===== config.mk =====
export PLATFORM = sky130hd
export DESIGN_NAME = compare_scheduler_flat
export DESIGN_NICKNAME = d
export VERILOG_FILES = /design/src/rtl/compare_scheduler_if.sv /design/src/rtl/compare_scheduler.sv /design/src/flat_wrapper.sv
export SDC_FILE = /design/constraint.sdc
export NUM_CORES = 1
export LEC_CHECK = 0
export ABC_CLOCK_PERIOD_IN_PS = 2800
export CAP_MARGIN = 5
export CORE_UTILIZATION = 49
export DETAILED_ROUTE_END_ITERATION = 16
export PLACE_DENSITY = 0.74
export SLEW_MARGIN = 20
export SYNTH_ARGS = -nofsm -noshare
export SYNTH_HDL_FRONTEND = slang
export SYNTH_SLANG_ARGS = --single-unit

===== constraint.sdc =====
create_clock -name clk -period 2.8 [get_ports clk]
set_input_delay 0.28 -clock clk [delete_from_list [all_inputs] [get_ports clk]]
set_output_delay 0.28 -clock clk [all_outputs]
set_load 0.02 [all_outputs]

===== src/rtl/compare_scheduler_if.sv =====
// Request/grant/result bundle between two ALU-side requesters and compare_scheduler.
// Optional COMPARE_PARITY_EN adds the ep (even parity of S) result line.
interface compare_scheduler_if #(
  parameter int unsigned WIDTH = 4
);
  logic             req0;
  logic [WIDTH-1:0] x0;
  logic [WIDTH-1:0] y0;
  logic             req1;
  logic [WIDTH-1:0] x1;
  logic [WIDTH-1:0] y1;
  logic             gnt0;
  logic             gnt1;
  logic             busy;
  logic             done;
  logic             done_id;
  logic             v;
  logic             n;
  logic             z;
`ifdef COMPARE_PARITY_EN
  logic             ep;
`endif

  modport master (
    output req0, x0, y0, req1, x1, y1,
`ifdef COMPARE_PARITY_EN
    input  ep,
`endif
    input  gnt0, gnt1, busy, done, done_id, v, n, z
  );

  modport slave (
    input  req0, x0, y0, req1, x1, y1,
`ifdef COMPARE_PARITY_EN
    output ep,
`endif
    output gnt0, gnt1, busy, done, done_id, v, n, z
  );
endinterface


===== src/rtl/compare_scheduler.sv =====
// Round-robin shared bit-serial compare engine (S = x - y, LSB first) returning v/n/z.
// Define COMPARE_PARITY_EN to add the registered even-parity flag ep.
module compare_scheduler #(
  parameter int unsigned WIDTH = 4
) (
  input  logic                 clk,
  input  logic                 rst_n,
  compare_scheduler_if.slave   bus
);
  localparam int unsigned IW = (WIDTH > 2) ? $clog2(WIDTH) : 1;

  typedef enum logic {
    IDLE,
    RUN
  } state_t;

  state_t           state_q;
  logic             last_gnt_q;
  logic             id_q;
  logic [WIDTH-1:0] x_q;
  logic [WIDTH-1:0] y_q;
  logic [WIDTH-1:0] s_q;
  logic             carry_q;
  logic [IW-1:0]    idx_q;
  logic             gnt0_q;
  logic             gnt1_q;
  logic             busy_q;
  logic             done_q;
  logic             done_id_q;
  logic             v_q;
  logic             n_q;
  logic             z_q;
`ifdef COMPARE_PARITY_EN
  logic             ep_q;
`endif

  logic             slice_s;
  logic             slice_c;
  logic             last_bit;
  logic [WIDTH-1:0] s_d;

  // One full-adder slice: x[i] + ~y[i] + carry; s_d is S with the current bit merged in.
  always_comb begin
    {slice_c, slice_s} = {1'b0, x_q[idx_q]} + {1'b0, ~y_q[idx_q]} + {1'b0, carry_q};
    s_d                = s_q;
    s_d[idx_q]         = slice_s;
    last_bit           = (idx_q == IW'(WIDTH - 1));
  end

  always_ff @(posedge clk or negedge rst_n) begin
    if (!rst_n) begin
      state_q    <= IDLE;
      last_gnt_q <= 1'b1;
      id_q       <= 1'b0;
      x_q        <= '0;
      y_q        <= '0;
      s_q        <= '0;
      carry_q    <= 1'b0;
      idx_q      <= '0;
      gnt0_q     <= 1'b0;
      gnt1_q     <= 1'b0;
      busy_q     <= 1'b0;
      done_q     <= 1'b0;
      done_id_q  <= 1'b0;
      v_q        <= 1'b0;
      n_q        <= 1'b0;
      z_q        <= 1'b0;
`ifdef COMPARE_PARITY_EN
      ep_q       <= 1'b0;
`endif
    end else begin
      gnt0_q <= 1'b0;
      gnt1_q <= 1'b0;
      done_q <= 1'b0;
      unique case (state_q)
        IDLE: begin
          // On a tie, requester 0 wins only if requester 1 was served last.
          if (bus.req0 && (!bus.req1 || last_gnt_q)) begin
            x_q        <= bus.x0;
            y_q        <= bus.y0;
            id_q       <= 1'b0;
            last_gnt_q <= 1'b0;
            gnt0_q     <= 1'b1;
            s_q        <= '0;
            carry_q    <= 1'b1;
            idx_q      <= '0;
            busy_q     <= 1'b1;
            state_q    <= RUN;
          end else if (bus.req1) begin
            x_q        <= bus.x1;
            y_q        <= bus.y1;
            id_q       <= 1'b1;
            last_gnt_q <= 1'b1;
            gnt1_q     <= 1'b1;
            s_q        <= '0;
            carry_q    <= 1'b1;
            idx_q      <= '0;
            busy_q     <= 1'b1;
            state_q    <= RUN;
          end
        end
        RUN: begin
          s_q     <= s_d;
          carry_q <= slice_c;
          idx_q   <= idx_q + IW'(1);
          if (last_bit) begin
            // carry_q here is the carry into the MSB slice, slice_c the carry out.
            v_q       <= slice_c ^ carry_q;
            n_q       <= s_d[WIDTH-1];
            z_q       <= (s_d == '0);
`ifdef COMPARE_PARITY_EN
            ep_q      <= ^s_d;
`endif
            done_id_q <= id_q;
            done_q    <= 1'b1;
            busy_q    <= 1'b0;
            state_q   <= IDLE;
          end
        end
        default: state_q <= IDLE;
      endcase
    end
  end

  assign bus.gnt0    = gnt0_q;
  assign bus.gnt1    = gnt1_q;
  assign bus.busy    = busy_q;
  assign bus.done    = done_q;
  assign bus.done_id = done_id_q;
  assign bus.v       = v_q;
  assign bus.n       = n_q;
  assign bus.z       = z_q;
`ifdef COMPARE_PARITY_EN
  assign bus.ep      = ep_q;
`endif
endmodule


===== src/flat_wrapper.sv =====
// flat-port wrapper written by rule: the top's interface ports become plain ports
module compare_scheduler_flat 
#(
  parameter int unsigned WIDTH = 4
)
  (clk, rst_n, bus_req0, bus_x0, bus_y0, bus_req1, bus_x1, bus_y1, bus_gnt0, bus_gnt1, bus_busy, bus_done, bus_done_id, bus_v, bus_n, bus_z);
  compare_scheduler_if #(.WIDTH(WIDTH)) bus_i ();
  input  logic clk;
  input  logic rst_n;
  input wire logic [$bits(bus_i.req0)-1:0] bus_req0;
  input wire logic [$bits(bus_i.x0)-1:0] bus_x0;
  input wire logic [$bits(bus_i.y0)-1:0] bus_y0;
  input wire logic [$bits(bus_i.req1)-1:0] bus_req1;
  input wire logic [$bits(bus_i.x1)-1:0] bus_x1;
  input wire logic [$bits(bus_i.y1)-1:0] bus_y1;
  output wire logic [$bits(bus_i.gnt0)-1:0] bus_gnt0;
  output wire logic [$bits(bus_i.gnt1)-1:0] bus_gnt1;
  output wire logic [$bits(bus_i.busy)-1:0] bus_busy;
  output wire logic [$bits(bus_i.done)-1:0] bus_done;
  output wire logic [$bits(bus_i.done_id)-1:0] bus_done_id;
  output wire logic [$bits(bus_i.v)-1:0] bus_v;
  output wire logic [$bits(bus_i.n)-1:0] bus_n;
  output wire logic [$bits(bus_i.z)-1:0] bus_z;
  assign bus_i.req0 = bus_req0;
  assign bus_i.x0 = bus_x0;
  assign bus_i.y0 = bus_y0;
  assign bus_i.req1 = bus_req1;
  assign bus_i.x1 = bus_x1;
  assign bus_i.y1 = bus_y1;
  assign bus_gnt0 = bus_i.gnt0;
  assign bus_gnt1 = bus_i.gnt1;
  assign bus_busy = bus_i.busy;
  assign bus_done = bus_i.done;
  assign bus_done_id = bus_i.done_id;
  assign bus_v = bus_i.v;
  assign bus_n = bus_i.n;
  assign bus_z = bus_i.z;
  compare_scheduler #(.WIDTH(WIDTH)) u_core (.clk(clk), .rst_n(rst_n), .bus(bus_i));
endmodule

-- After elaboration in Yosys (flattened, before gate mapping)
Cells that the tools add are included.
- output and inout bits: 8
- logic and storage cells: 69
- bits in registers: 26
- bits of input ports: 20
- reductions and logical operators: 9
- muxes and demuxes: 33
- $add $sub $neg: 3
- equal/unequal tests: 3
- $lt $le $gt $ge: 2
- bitwise logic cells: 3
- operator list (operator ; count):
    2-to-1 mux 4 bit ; 6
    2-to-1 mux 1 bit ; 16
    case mux 4 bit (2 select lines) ; 1
    case mux 1 bit (2 select lines) ; 3
    AND reduction 2 bit ; 3
    binary-select mux 1 bit (select 2 bit) ; 2
    bitwise mux 4 bit ; 1
    logical NOT 4 bit ; 1
    2-to-1 mux 2 bit ; 2
    case mux 2 bit (2 select lines) ; 1
    less-than comparator 2 x 3 -> 1 bit, second input constant ; 1
    != test 3 x 2 -> 1 bit, second input constant ; 1
    adder 1 x 1 -> 2 bit ; 1
    adder 2 x 1 -> 2 bit ; 1
    adder 2 x 1 -> 2 bit, second input constant ; 1
    demux 1 bit (select 2 bit) ; 1
    == test 2 bit, second input constant ; 1
    >= comparator 2 x 1 -> 1 bit, second input constant ; 1
    logical AND 1 bit ; 2
    != test 2 bit, second input constant ; 1
    NOT 1 bit ; 2
    nonzero test 2 bit ; 1
    logical NOT 1 bit ; 1
    logical OR 1 bit ; 1
    bitwise XOR 1 bit ; 1

-- Logic depth before layout (Yosys ltp)
- word-level depth: 7
- mapped depth: 6

-- Least setup slack after synthesis
No wires, ideal clock.
- kind: flip-flop to flip-flop
- start: register u_core.idx_q[0]
- end: register u_core.s_q[0]
- setup slack: 784 ps
- stages on the path, launching flop included: 6
- path buffers: 0
- arrival time: 1895 ps
- cells stage by stage: dfrtp_1 > mux4_1 > inv_1 > fa_1 > a21o_1 > a22o_1
- word-level cells in the longest chain between the ends: 7
- elaborated cells on any way between the ends: 14
- classes of those cells: add/sub (2); order compare (2); mux (8); bitwise (1); reduce/logical (1)
- RTL lines (element ; line ; text):
    start, declared ; compare_scheduler.sv:24 ; logic [IW-1:0] idx_q;
    start signal, assigned ; compare_scheduler.sv:105 ; idx_q <= idx_q + IW'(1);
    binary-select mux 1 bit (select 2 bit) ; compare_scheduler.sv:44 ; {slice_c, slice_s} = {1'b0, x_q[idx_q]} + {1'b0, ~y_q[idx_q]} + {1'b0, carry_q};
    2-to-1 mux 1 bit (not written as such) ; compare_scheduler.sv:44 ;
    NOT 1 bit ; compare_scheduler.sv:44 ;
    adder 1 x 1 -> 2 bit ; compare_scheduler.sv:44 ;
    adder 2 x 1 -> 2 bit ; compare_scheduler.sv:44 ;
    bitwise mux 4 bit (*) ; compare_scheduler.sv:46 ; s_d[idx_q] = slice_s;
    case mux 4 bit (2 select lines) (*) ; compare_scheduler.sv:75 ; unique case (state_q)
    end signal, assigned ; compare_scheduler.sv:57 ; s_q <= '0;
    end signal, assigned ; compare_scheduler.sv:84 ; s_q <= '0;
    end signal, assigned ; compare_scheduler.sv:95 ; s_q <= '0;
    end, declared ; compare_scheduler.sv:22 ; logic [WIDTH-1:0] s_q;
Every way passes the cells marked *; elsewhere a longest branch is shown, timed or not. The select of a mux whose other input is x is not followed.
A chain may end at the register's enable or synchronous reset.

-- Final worst setup path
- start: register u_core.idx_q[0]
- end: register u_core.z_q, in the netlist u_core.bus.z
- word-level cells in the longest chain between the ends: 7
- elaborated cells on any way between the ends: 16
- classes of those cells: add/sub (2); order compare (2); eq/ne (1); mux (7); bitwise (1); reduce/logical (3)
- RTL lines (element ; line ; text):
    binary-select mux 1 bit (select 2 bit) ; compare_scheduler.sv:44 ;
    2-to-1 mux 1 bit (not written as such) ; compare_scheduler.sv:44 ;
    NOT 1 bit ; compare_scheduler.sv:44 ;
    adder 1 x 1 -> 2 bit ; compare_scheduler.sv:44 ;
    adder 2 x 1 -> 2 bit ; compare_scheduler.sv:44 ;
    bitwise mux 4 bit ; compare_scheduler.sv:46 ;
    logical NOT 4 bit ; compare_scheduler.sv:110 ; z_q <= (s_d == '0);
    end signal, assigned ; compare_scheduler.sv:110 ;
    end, declared ; compare_scheduler.sv:32 ; logic z_q;
Parallel ways exist; a longest one is shown, timed or not. The select of a mux whose other input is x is not followed.

==> out/qor.yml <==
detailed_routing:
  via_per_inst: 5.62
  topRoutingLayerUsed: "met4"
  ant_nets: 0
  firstDrtPassIters: 4
  wl_per_cell_um: 15.0
  wirelength_um: 2570
  num_vias: 961
  drt_iter0_markers: 14
  wl_met3_um: 86
  wl_met2_um: 1340
  drc_errors: 0
  wl_met1_um: 1120
final_layout:
  num-nets-final: 167
  fin_cells: 171
  area_growth_pct: 25.8
  layout-drive-gt1-share_pct: 11.3
  antenna_cells: 0
  mostFrequentLayoutCells: "27 x clkdlybuf4s50_1, 25 x dfrtp_1, 12 x nand2_1"
  layout_commonest_cell: "clkdlybuf4s50_1"
setup_path:
  startpoint_type: "register"
  worstPathArrival_ns: 2.35
  cp-end-kind: "register"
  ff2ff_path_depth: 4
  path_max_fanout: 6
  crit_type: "reg -> reg"
  cp_data_required_time_ns: 3.02
global_routing:
  grt_pass1_vias: 961
  grt_pass1_wl_um: 4190
  antenna_found_initial: 0
  overflow: 0
  grt_max_degree: 27
  track_usage_pct: 20.8
yosys:
  synth.area.top_cells: "dfrtp_1 49%, a2bb2oi_1 5.5%, a31oi_1 3.9%"
  yosys.area.top_type_share_pct: 49.0
  yosys.area.top_type: "dfrtp_1"
  ys_warn_count: 0
  syn_area_per_cell_um2: 11.3
  ys_ff_latch: 26
  synth_area_um2: 1280
  synth_cells: 113
  synth-seq-area-share_pct: 51.0
  synth.net_count: 138
  synth.distinct_cells: 32
clock_network:
  cts_root_buf: "clkbuf_4"
  clk_path_buf_depth: 2
  cts_resized: 0
  htreeDepth: 1
  clkSinkCount: 26
  insertion_delay_ns: 0.31
  numCtsBuffers: 3
  ctsHoldBuffers: 0
  clk_pin_slew_ns: 0.14
  cts_tree: "yes"
  postCtsSetupRepairBufs: 0
floorplanning:
  core_area_um2: 2480
  fp.dieH_um: 53.1
  die-width_um: 53.1
  start_util_pct: 51.6
  row_count: 18
  pin_count: 28
  die-area_um2: 2820
place:
  detailed_place_hpwl_um: 1950
  place.gp.congestion: 0.785
  port_buffers: 27
  placed_cells: 167
power_and_ir_drop:
  intPower_mw: 1.09
  switching_share_pct: 37.4
  power_switching_mw: 0.653
  irDropWorstVdd_v: 0.000591
  p_comb_share_pct: 49.8
  p_seq_share_pct: 39.5
  leakage_nw: 0.704
  power_frac_clock_pct: 10.7
  p_per_area_nw_per_um2: 1090
sta:
  hold_viol_final: 0
  rsz0062_at_grt: "no"
  fin_skew_ns: 0.00169
  setup_viol: 0
  whs_ns: 0.307
  max_slew_margin_pct: 60.5
  min_period_over_period_pct: 75.9
  post-route-min-period_ns: 2.13
  finalSetupTns_ns: 0
  tightestPinTransition_ns: 0.590
  finalMaxSlewViolations: 0
  fmax_mhz: 470
run_status:
  status: "complete, no violations"
min_path:
  hold_class: "in -> async"
job:
  cap_viol_max_count: 0
==> logic make-up after synthesis <==
group,share of synthesized area (%)
simple gates,10.2
flops,51.0
xor+xnor,0.686
fa+ha+maj,5.49
compound gates,22.0
buf+inv,4.11
mux,6.46
==> power groups by stage <==
stage / Sequential (mW) / Clock [mW] / Combinational (mW)
after CTS: 0.693 / 0.192 / 0.882
after floorplan: 0.700 / 0 / 0.613
after global routing: 0.716 / 0.206 / 0.963
final: 0.689 / 0.187 / 0.869
after global placement: 0.693 / 0 / 0.842
after detailed placement: 0.701 / 0 / 0.885
==> per-layer routing <==
layer,vias up,track usage [%]
met5,-,0
met4,0,6.58
met3,4,2.59
met2,26,39.7
met1,462,23.6
li1,469,-
==> state kept, by name (all words and copies together) (netlist names) <==
register            cells
u_core.bus.busy         1
u_core.bus.gnt1         1
u_core.carry_q          1
u_core.bus.done         1
u_core.idx_q            2
u_core.last_gnt_q       1
u_core.id_q             1
u_core.x_q              4
u_core.bus.done_id      1
u_core.bus.z            1
u_core.s_q              4
u_core.bus.n            1
u_core.bus.v            1
u_core.bus.gnt0         1
u_core.y_q              4
u_core.state_q          1
==> critical path, cell delays in order, from the launching register on <==
cell and delay, ns:
dfrtp_1 0.49, mux4_1 0.57, inv_1 0.09, fa_1 0.51, o41ai_2 0.38
==> synth_stat cells <==
cell type   n
a21o_1      1
a21oi_1     1
a22o_1      4
a2bb2oi_1   8
a31oi_1     8
and2_1      1
and2b_2     1
buf_2       3
buf_4       1
dfrtp_1    25
dfstp_2     1
fa_1        1
ha_1        4
inv_1       8
mux2_2      3
mux4_1      1
mux4_2      1
nand2_1    12
nand2_2     1
nand2b_1    2
nor2_1      3
nor2_4      1
nor2b_1     2
nor3_2      1
nor4_1      1
o21ai_0     3
o21ai_1     9
o21bai_2    1
o221ai_1    1
o22a_1      2
o41ai_2     1
xnor2_1     1
==> worst paths after layout <==
kind | start | to | slack, ns
worst max-delay path | u_core.idx_q[0] | u_core.bus.z | 0.67
worst min-delay path | rst_n | u_core.bus.done_id | 0.31
worst max register to register | u_core.idx_q[0] | u_core.bus.z | 0.67
worst min register to register | u_core.bus.v | u_core.bus.v | 0.50
max in group asynchronous | rst_n | u_core.last_gnt_q | 2.19
min in group clk | u_core.bus.v | u_core.bus.v | 0.50
==> per-stage QoR <==
step	util, %	instance area (µm²)	total power [mW]	worst slack (ns)
floorplan	-	1280	1.31	0.784
detailed placement	63.4	1570	1.59	0.676
CTS	64.8	1610	1.77	0.644
global placement	63.4	1570	1.54	0.738
global route	64.8	1610	1.88	0.552
finish	64.8	1610	1.74	0.674
==> area by class of cell <==
cell class	count	area, µm²
fill	225	871
sequential	26	652
multi-input combinational	75	573
timing repair buffer	28	278
tap	30	37.5
clock buffer	4	36.3
inverter	8	30.0
(Power assumes the default switching activity.)
